$ cat src/rtl/axis_switch_single_master_rr.sv
`default_nettype none
// ============================================================================
// Module      : axis_switch_single_master_rr
// Description : N-to-1 AXI-Stream arbiter. Round-robin grant that is held
//               until the end of a packet (HAS_LAST=1) or a single beat
//               (HAS_LAST=0). NSLAVES==1 degenerates to a wire pass-through.
// Revision    : 1.0 - initial release
// ============================================================================
module axis_switch_single_master_rr #(
    parameter int NSLAVES    = 2,
    parameter int DATA_WIDTH = 64,
    parameter int HAS_DEST   = 0,
    parameter int HAS_ID     = 0,
    parameter int HAS_LAST   = 0,
    parameter int ID_WIDTH   = 1,
    parameter int DEST_WIDTH = 1,
    parameter int SEL_BITS   = (NSLAVES > 1) ? $clog2(NSLAVES) : 1
) (
    input  logic                           aclk,
    input  logic                           aresetn,
    input  logic [NSLAVES-1:0]             s_valid,
    output logic [NSLAVES-1:0]             s_ready,
    input  logic [NSLAVES*DATA_WIDTH-1:0]  s_data,
    input  logic [NSLAVES*DEST_WIDTH-1:0]  s_dest,
    input  logic [NSLAVES*ID_WIDTH-1:0]    s_id,
    input  logic [NSLAVES-1:0]             s_last,
    output logic                           m_valid,
    input  logic                           m_ready,
    output logic [DATA_WIDTH-1:0]          m_data,
    output logic [DEST_WIDTH-1:0]          m_dest,
    output logic [ID_WIDTH-1:0]            m_id,
    output logic                           m_last,
    output logic [SEL_BITS-1:0]            m_sel
);

    typedef enum logic [0:0] {
        IDLE        = 1'b0,
        TRANSACTION = 1'b1
    } state_t;

    generate
        if (NSLAVES == 1) begin : g_single
            // Single requester: nothing to arbitrate, so no state at all.
            assign s_ready = m_ready;
            assign m_valid = s_valid[0];
            assign m_data  = s_data[DATA_WIDTH-1:0];
            assign m_dest  = (HAS_DEST != 0) ? s_dest[DEST_WIDTH-1:0] : '0;
            assign m_id    = (HAS_ID != 0) ? s_id[ID_WIDTH-1:0] : '0;
            assign m_last  = (HAS_LAST != 0) ? s_last[0] : 1'b0;
            assign m_sel   = '0;
        end else begin : g_multi
            state_t                r_state;
            state_t                w_state_nxt;
            logic [SEL_BITS-1:0]   r_sel;
            logic [SEL_BITS-1:0]   w_sel_nxt;
            logic [SEL_BITS-1:0]   r_last_grant;
            logic [SEL_BITS-1:0]   w_last_grant_nxt;
            logic [SEL_BITS-1:0]   w_pick;
            logic [SEL_BITS-1:0]   w_hi_pick;
            logic [SEL_BITS-1:0]   w_lo_pick;
            logic                  w_hi_found;
            logic                  w_lo_found;
            logic                  w_any;
            logic                  w_hs;
            logic                  w_end;

            logic [DATA_WIDTH-1:0] w_data_arr [NSLAVES];
            logic [DEST_WIDTH-1:0] w_dest_arr [NSLAVES];
            logic [ID_WIDTH-1:0]   w_id_arr   [NSLAVES];

            for (genvar gi = 0; gi < NSLAVES; gi++) begin : g_unpack
                assign w_data_arr[gi] = s_data[gi*DATA_WIDTH +: DATA_WIDTH];
                assign w_dest_arr[gi] = s_dest[gi*DEST_WIDTH +: DEST_WIDTH];
                assign w_id_arr[gi]   = s_id[gi*ID_WIDTH +: ID_WIDTH];
            end

            // Round-robin search: the first requester above last_grant wins;
            // if there is none, the lowest requester at or below it (wrap).
            always_comb begin
                w_hi_found = 1'b0;
                w_lo_found = 1'b0;
                w_hi_pick  = '0;
                w_lo_pick  = '0;
                for (int i = 0; i < NSLAVES; i++) begin
                    if (s_valid[i]) begin
                        if (SEL_BITS'(i) > r_last_grant) begin
                            if (!w_hi_found) begin
                                w_hi_found = 1'b1;
                                w_hi_pick  = SEL_BITS'(i);
                            end
                        end else if (!w_lo_found) begin
                            w_lo_found = 1'b1;
                            w_lo_pick  = SEL_BITS'(i);
                        end
                    end
                end
                w_pick = w_hi_found ? w_hi_pick : w_lo_pick;
            end

            assign w_any = |s_valid;
            assign w_hs  = s_valid[r_sel] & m_ready;
            assign w_end = w_hs & ((HAS_LAST != 0) ? s_last[r_sel] : 1'b1);

            // State, grant and round-robin pointer registers.
            always_ff @(posedge aclk or negedge aresetn) begin
                if (!aresetn) begin
                    r_state      <= IDLE;
                    r_sel        <= '0;
                    r_last_grant <= SEL_BITS'(NSLAVES - 1);
                end else begin
                    r_state      <= w_state_nxt;
                    r_sel        <= w_sel_nxt;
                    r_last_grant <= w_last_grant_nxt;
                end
            end

            // Next state: arbitrate in IDLE, hold the grant until end of grant.
            always_comb begin
                w_state_nxt      = r_state;
                w_sel_nxt        = r_sel;
                w_last_grant_nxt = r_last_grant;
                case (r_state)
                    IDLE: begin
                        if (w_any) begin
                            w_state_nxt = TRANSACTION;
                            w_sel_nxt   = w_pick;
                        end
                    end
                    TRANSACTION: begin
                        if (w_end) begin
                            w_state_nxt      = IDLE;
                            w_last_grant_nxt = r_sel;
                        end
                    end
                    default: w_state_nxt = IDLE;
                endcase
            end

            // Handshake routing: only the granted slave sees m_ready.
            always_comb begin
                s_ready = '0;
                m_valid = 1'b0;
                if (r_state == TRANSACTION) begin
                    m_valid        = s_valid[r_sel];
                    s_ready[r_sel] = m_ready;
                end
            end

            assign m_data = w_data_arr[r_sel];
            assign m_dest = (HAS_DEST != 0) ? w_dest_arr[r_sel] : '0;
            assign m_id   = (HAS_ID != 0) ? w_id_arr[r_sel] : '0;
            assign m_last = (HAS_LAST != 0) ? s_last[r_sel] : 1'b0;
            assign m_sel  = r_sel;
        end
    endgenerate

endmodule
`default_nettype wire

$ cat config.mk
export PLATFORM = sky130hd
export DESIGN_NAME = axis_switch_single_master_rr
export DESIGN_NICKNAME = d
export VERILOG_FILES = /design/src/rtl/axis_switch_single_master_rr.sv
export SDC_FILE = /design/constraint.sdc
export NUM_CORES = 1
export LEC_CHECK = 0
export CAP_MARGIN = 20
export CORE_AREA = 5 5 78 80
export CTS_BUF_LIST = sky130_fd_sc_hd__clkbuf_4
export CTS_CLUSTER_DIAMETER = 60
export DETAILED_ROUTE_END_ITERATION = 16
export DIE_AREA = 0 0 83 85
export PLACE_DENSITY = 0.89
export SLEW_MARGIN = 20
export SYNTH_ARGS = -nofsm -noshare
export SYNTH_HDL_FRONTEND = slang
export SYNTH_SLANG_ARGS = --single-unit
export TNS_END_PERCENT = 1
$ cat constraint.sdc
create_clock -name aclk -period 2.4 [get_ports aclk]
set_clock_uncertainty 0.1 [all_clocks]
set_input_delay 0.36 -clock aclk [delete_from_list [all_inputs] [get_ports aclk]]
set_output_delay 0.36 -clock aclk [all_outputs]
set_load 0.1 [all_outputs]
# Word level (Yosys, flattened, before mapping)
# Index checks and enable logic that the tools add are counted.
# word_totals
regBits	3
in_bits	139
out_inout_bits	71
# op_classes
magnitude_cmp	5
n_mux	25
bitwise_logic	4
n_reduce_logical	4
# ops
cell	count
64-bit 2-to-1 mux	3
1-bit 2-to-1 mux	19
2-bit AND reduction	2
2-bit bitwise AND	1
2-bit greater-or-equal comparator (second input constant)	1
1-bit greater-than comparator (first input constant)	2
1-bit by 2-bit < comparator with 1-bit output (second input constant)	1
2-bit 2-to-1 mux	1
1-bit NOT with 2-bit output	1
1-bit one-hot mux with 2 select lines	1
2-bit OR reduction	1
1-bit bitwise AND	1
1-bit demux with 1-bit select	1
1-bit greater-or-equal comparator (second input constant)	1
1-bit logical AND	1
1-bit NOT	1

# Depth between registers and ports, before layout
# depth
ltp_word	7
mapped_depth	4
mapped_depth_nobuf	2

# Least setup slack after synthesis
# Ideal clock, no wire load.
# synth_path
path_type	reg-to-output
startpoint	reg g_multi.r_sel (netlist: m_sel)
endpoint	out m_valid
arrival_time_ps	2616
required_time_ps	1940
path_slack_ps	-676
path_stages_with_launch	5
path_cell_list	dfrtp_1 buf_6 buf_12 mux2i_1 nor2_1
# synth_between
elab_chain_len	3
# synth_rtl
element	line_no	text
from (decl)	54	logic [SEL_BITS-1:0] r_sel;
from (signal assigned)	112	r_sel <= w_sel_nxt;
1-bit 2-to-1 mux (not written as such) (2 in a row)	144	m_valid = s_valid[r_sel];
1-bit 2-to-1 mux	143	if (r_state == TRANSACTION) begin
to (decl)	27	output logic m_valid,
# No other way between the ends. The select of a mux whose other input is x is not followed.

# Worst setup path in the final report
# layout_path
startpoint	reg g_multi.r_sel (netlist: m_sel)
endpoint	out m_data[62]
# layout_between
elab_chain_len	4
# layout_rtl
element	line_no	text
1-bit NOT with 2-bit output (not written as such)	149	assign m_data = w_data_arr[r_sel];
64-bit 2-to-1 mux (not written as such) (3 in a row)	149	
to (decl)	29	output logic [DATA_WIDTH-1:0] m_data,
# No other way between the ends. The select of a mux whose other input is x is not followed.

==> metrics.txt <==
crit start category flip-flop; CTS tree done; cell count after synthesis 93; fin crit period 2.01 ns; post-route ant nets 0; Max Clk Rate 497 MHz; Syn Area/Cell 10.8 µm²; hold crit path type input pin to async pin; worst reg2reg path depth 3; NumNets Final 429; routed wire length 6570 µm; Synth Flop Type dfrtp_1; vias per inst 4.36; Hold Buf Count CTS 0; total of max-cap violations 0; total die area 7060 µm²; core area 5340 µm²; Congestion Overflow GR 0; Ports 210; CP Class flip-flop to primary output; WP data required 1.94 ns; GPL Wtd Cong 0.829; DRT Pass-1 Iters 3; maximum buffer depth of the clock tree 2; Final setup viols 0; port bufs 200; gr usage total 17.5%; Tcrit/Tclk final 83.8%; crit-path max FO 71; largest net degree at the start of global routing 72; YS warnings 0; most frequent cell after synthesis mux2_2; P&R area growth vs syn 271%; placed cell area 3700 µm²; Seq/Total Area, Yosys 7.59%; Final Total Pwr 5690 µW; Final Hold Fails 0; DR WL/cell 18.2 µm; Final WS setup 0.388 ns; DPL Wire Length 5930 µm; ANT cells 0; htree depth 1; first-pass GRT wire length 9890 µm; leakage 0.00152 µW; DP Worst Slack 0.565 ns; most frequent cells after synthesis mux2_2, buf_4, buf_6; Distinct cells, synth 18; post-CTS setup buffer count 0; Clock Latency Late Sink 0.24 ns; flop2flop setup slack 0.98 ns; maximum vdd ir drop 1000 µV; Starting Density 18.8%; via count 1575; number of synthesized flops with an enable pin 0; mapped cell area 1010 µm²; CTS sink cnt 3; antenna violations before repair 0; number of fill cells 394; Slew Limit Fails 0; top cell type's share of synthesized area 71.6%; area leader, netlist mux2_2; Pwr Density 1520 nW/µm²; initial detailed-routing violation count 26; die height 85 µm; status finished, final reports clean; register bit total from synthesis 3; Root Buffer clkbuf_4; Rows 27; Multi-input gate area 830 µm²; Async SR Flop Fraction 100%; Num CTS Buffers 3; Setup crit end kind primary output; top cells by area, synth mux2_2, buf_6, dfrtp_1, buf_4, dfstp_2; crit path DAT 1.55 ns; Die Span X 83 µm; register area 77.6 µm²; layout cells sized above 1 49.1%; Design Area, Final 3730 µm²; vias in the first global route 1817; CP endpoint m_data[62]; Reg-to-Reg Start m_sel; Critical path origin m_sel; clock-pin transition on the worst setup and hold timing paths 0.04 ns; r2r endpoint g_multi.r_state; RSZ-0062 raised after global routing no; Post-CTS Resized 0; number of remaining DRC errors 0
==> report_power, final <==
part | switching (µW) | internal, µW
sequential | 19.3 | 79.0
combinational | 3450 | 2040
clock | 28.1 | 73.7
==> cells by family after synthesis <==
| kind of cell | Yosys count | share of synthesized area, % |
|---|---|---|
| muxes | 65 | 72.6 |
| buffers and inverters | 12 | 11.7 |
| DFF | 3 | 7.59 |
| AOI/OAI and AO/OA | 3 | 2.61 |
| and+or+nand+nor | 9 | 5.10 |
| other | 1 | 0.373 |
==> metal layers <==
layer | vias up | GRT usage, % | routed length, µm | part of all wire [%]
li1 | 733 | - | - | -
met2 | 117 | 35.3 | 3750 | 57
met4 | 0 | 4.90 | 112 | 1.7
met5 | - | 0 | 0 | 0
met1 | 715 | 16.4 | 2050 | 31
met3 | 10 | 6.41 | 655 | 10
==> placed cells by master, fill, tap and decap left out, drive strengths merged <==
| cell type | instances |
|---|---|
| and4b | 1 |
| o32a | 1 |
| mux2 | 64 |
| dfstp | 1 |
| clkdlybuf4s50 | 132 |
| clkbuf | 4 |
| and3 | 1 |
| nor2 | 3 |
| nor3 | 1 |
| buf | 69 |
| a31oi | 1 |
| dfrtp | 2 |
| nand2b | 1 |
| nand2 | 2 |
| inv | 1 |
| conb | 3 |
| a32o | 1 |
| mux2i | 1 |
==> area by class of cell <==
| class | instances | area share (%) |
|---|---|---|
| clock buffers | 4 | 0.804 |
| inverters | 1 | 0.101 |
| multi-input cells | 80 | 22.2 |
| flip-flops and latches | 3 | 2.08 |
| well taps | 72 | 2.41 |
| repair buffers | 201 | 72.4 |
==> stage by stage <==
step	cells	hold WS [ns]	TNS [ns]	utilization, %
CTS	361	0.194	0	69.9
detailed placement	357	0.436	0	69.4
floorplan	95	-0.0356	-0.235	-
global placement	357	0.424	0	69.4
global route	361	0.204	0	69.9
finish	361	0.204	0	69.9
==> worst min-delay path by stage <==
| stage | end | slack, ns |
|---|---|---|
| global placement | g_multi.r_last_grant | 0.42 |
| global route | g_multi.r_state | 0.20 |
| floorplan | g_multi.r_state | -0.04 |
| CTS | g_multi.r_state | 0.19 |
| detailed placement | g_multi.r_last_grant | 0.44 |
| finish | g_multi.r_state | 0.20 |
==> flip-flops by register name, summed over array words and instances (netlist names) <==
name	count
g_multi.r_state	1
m_sel	1
g_multi.r_last_grant	1
==> worst max-delay path, stage by stage, from the launching register on <==
cell and delay (ns):
dfrtp_2 0.36, buf_12 0.31, mux2_2 0.41, buf_12 0.17
Power figures use the tool's default switching activity.
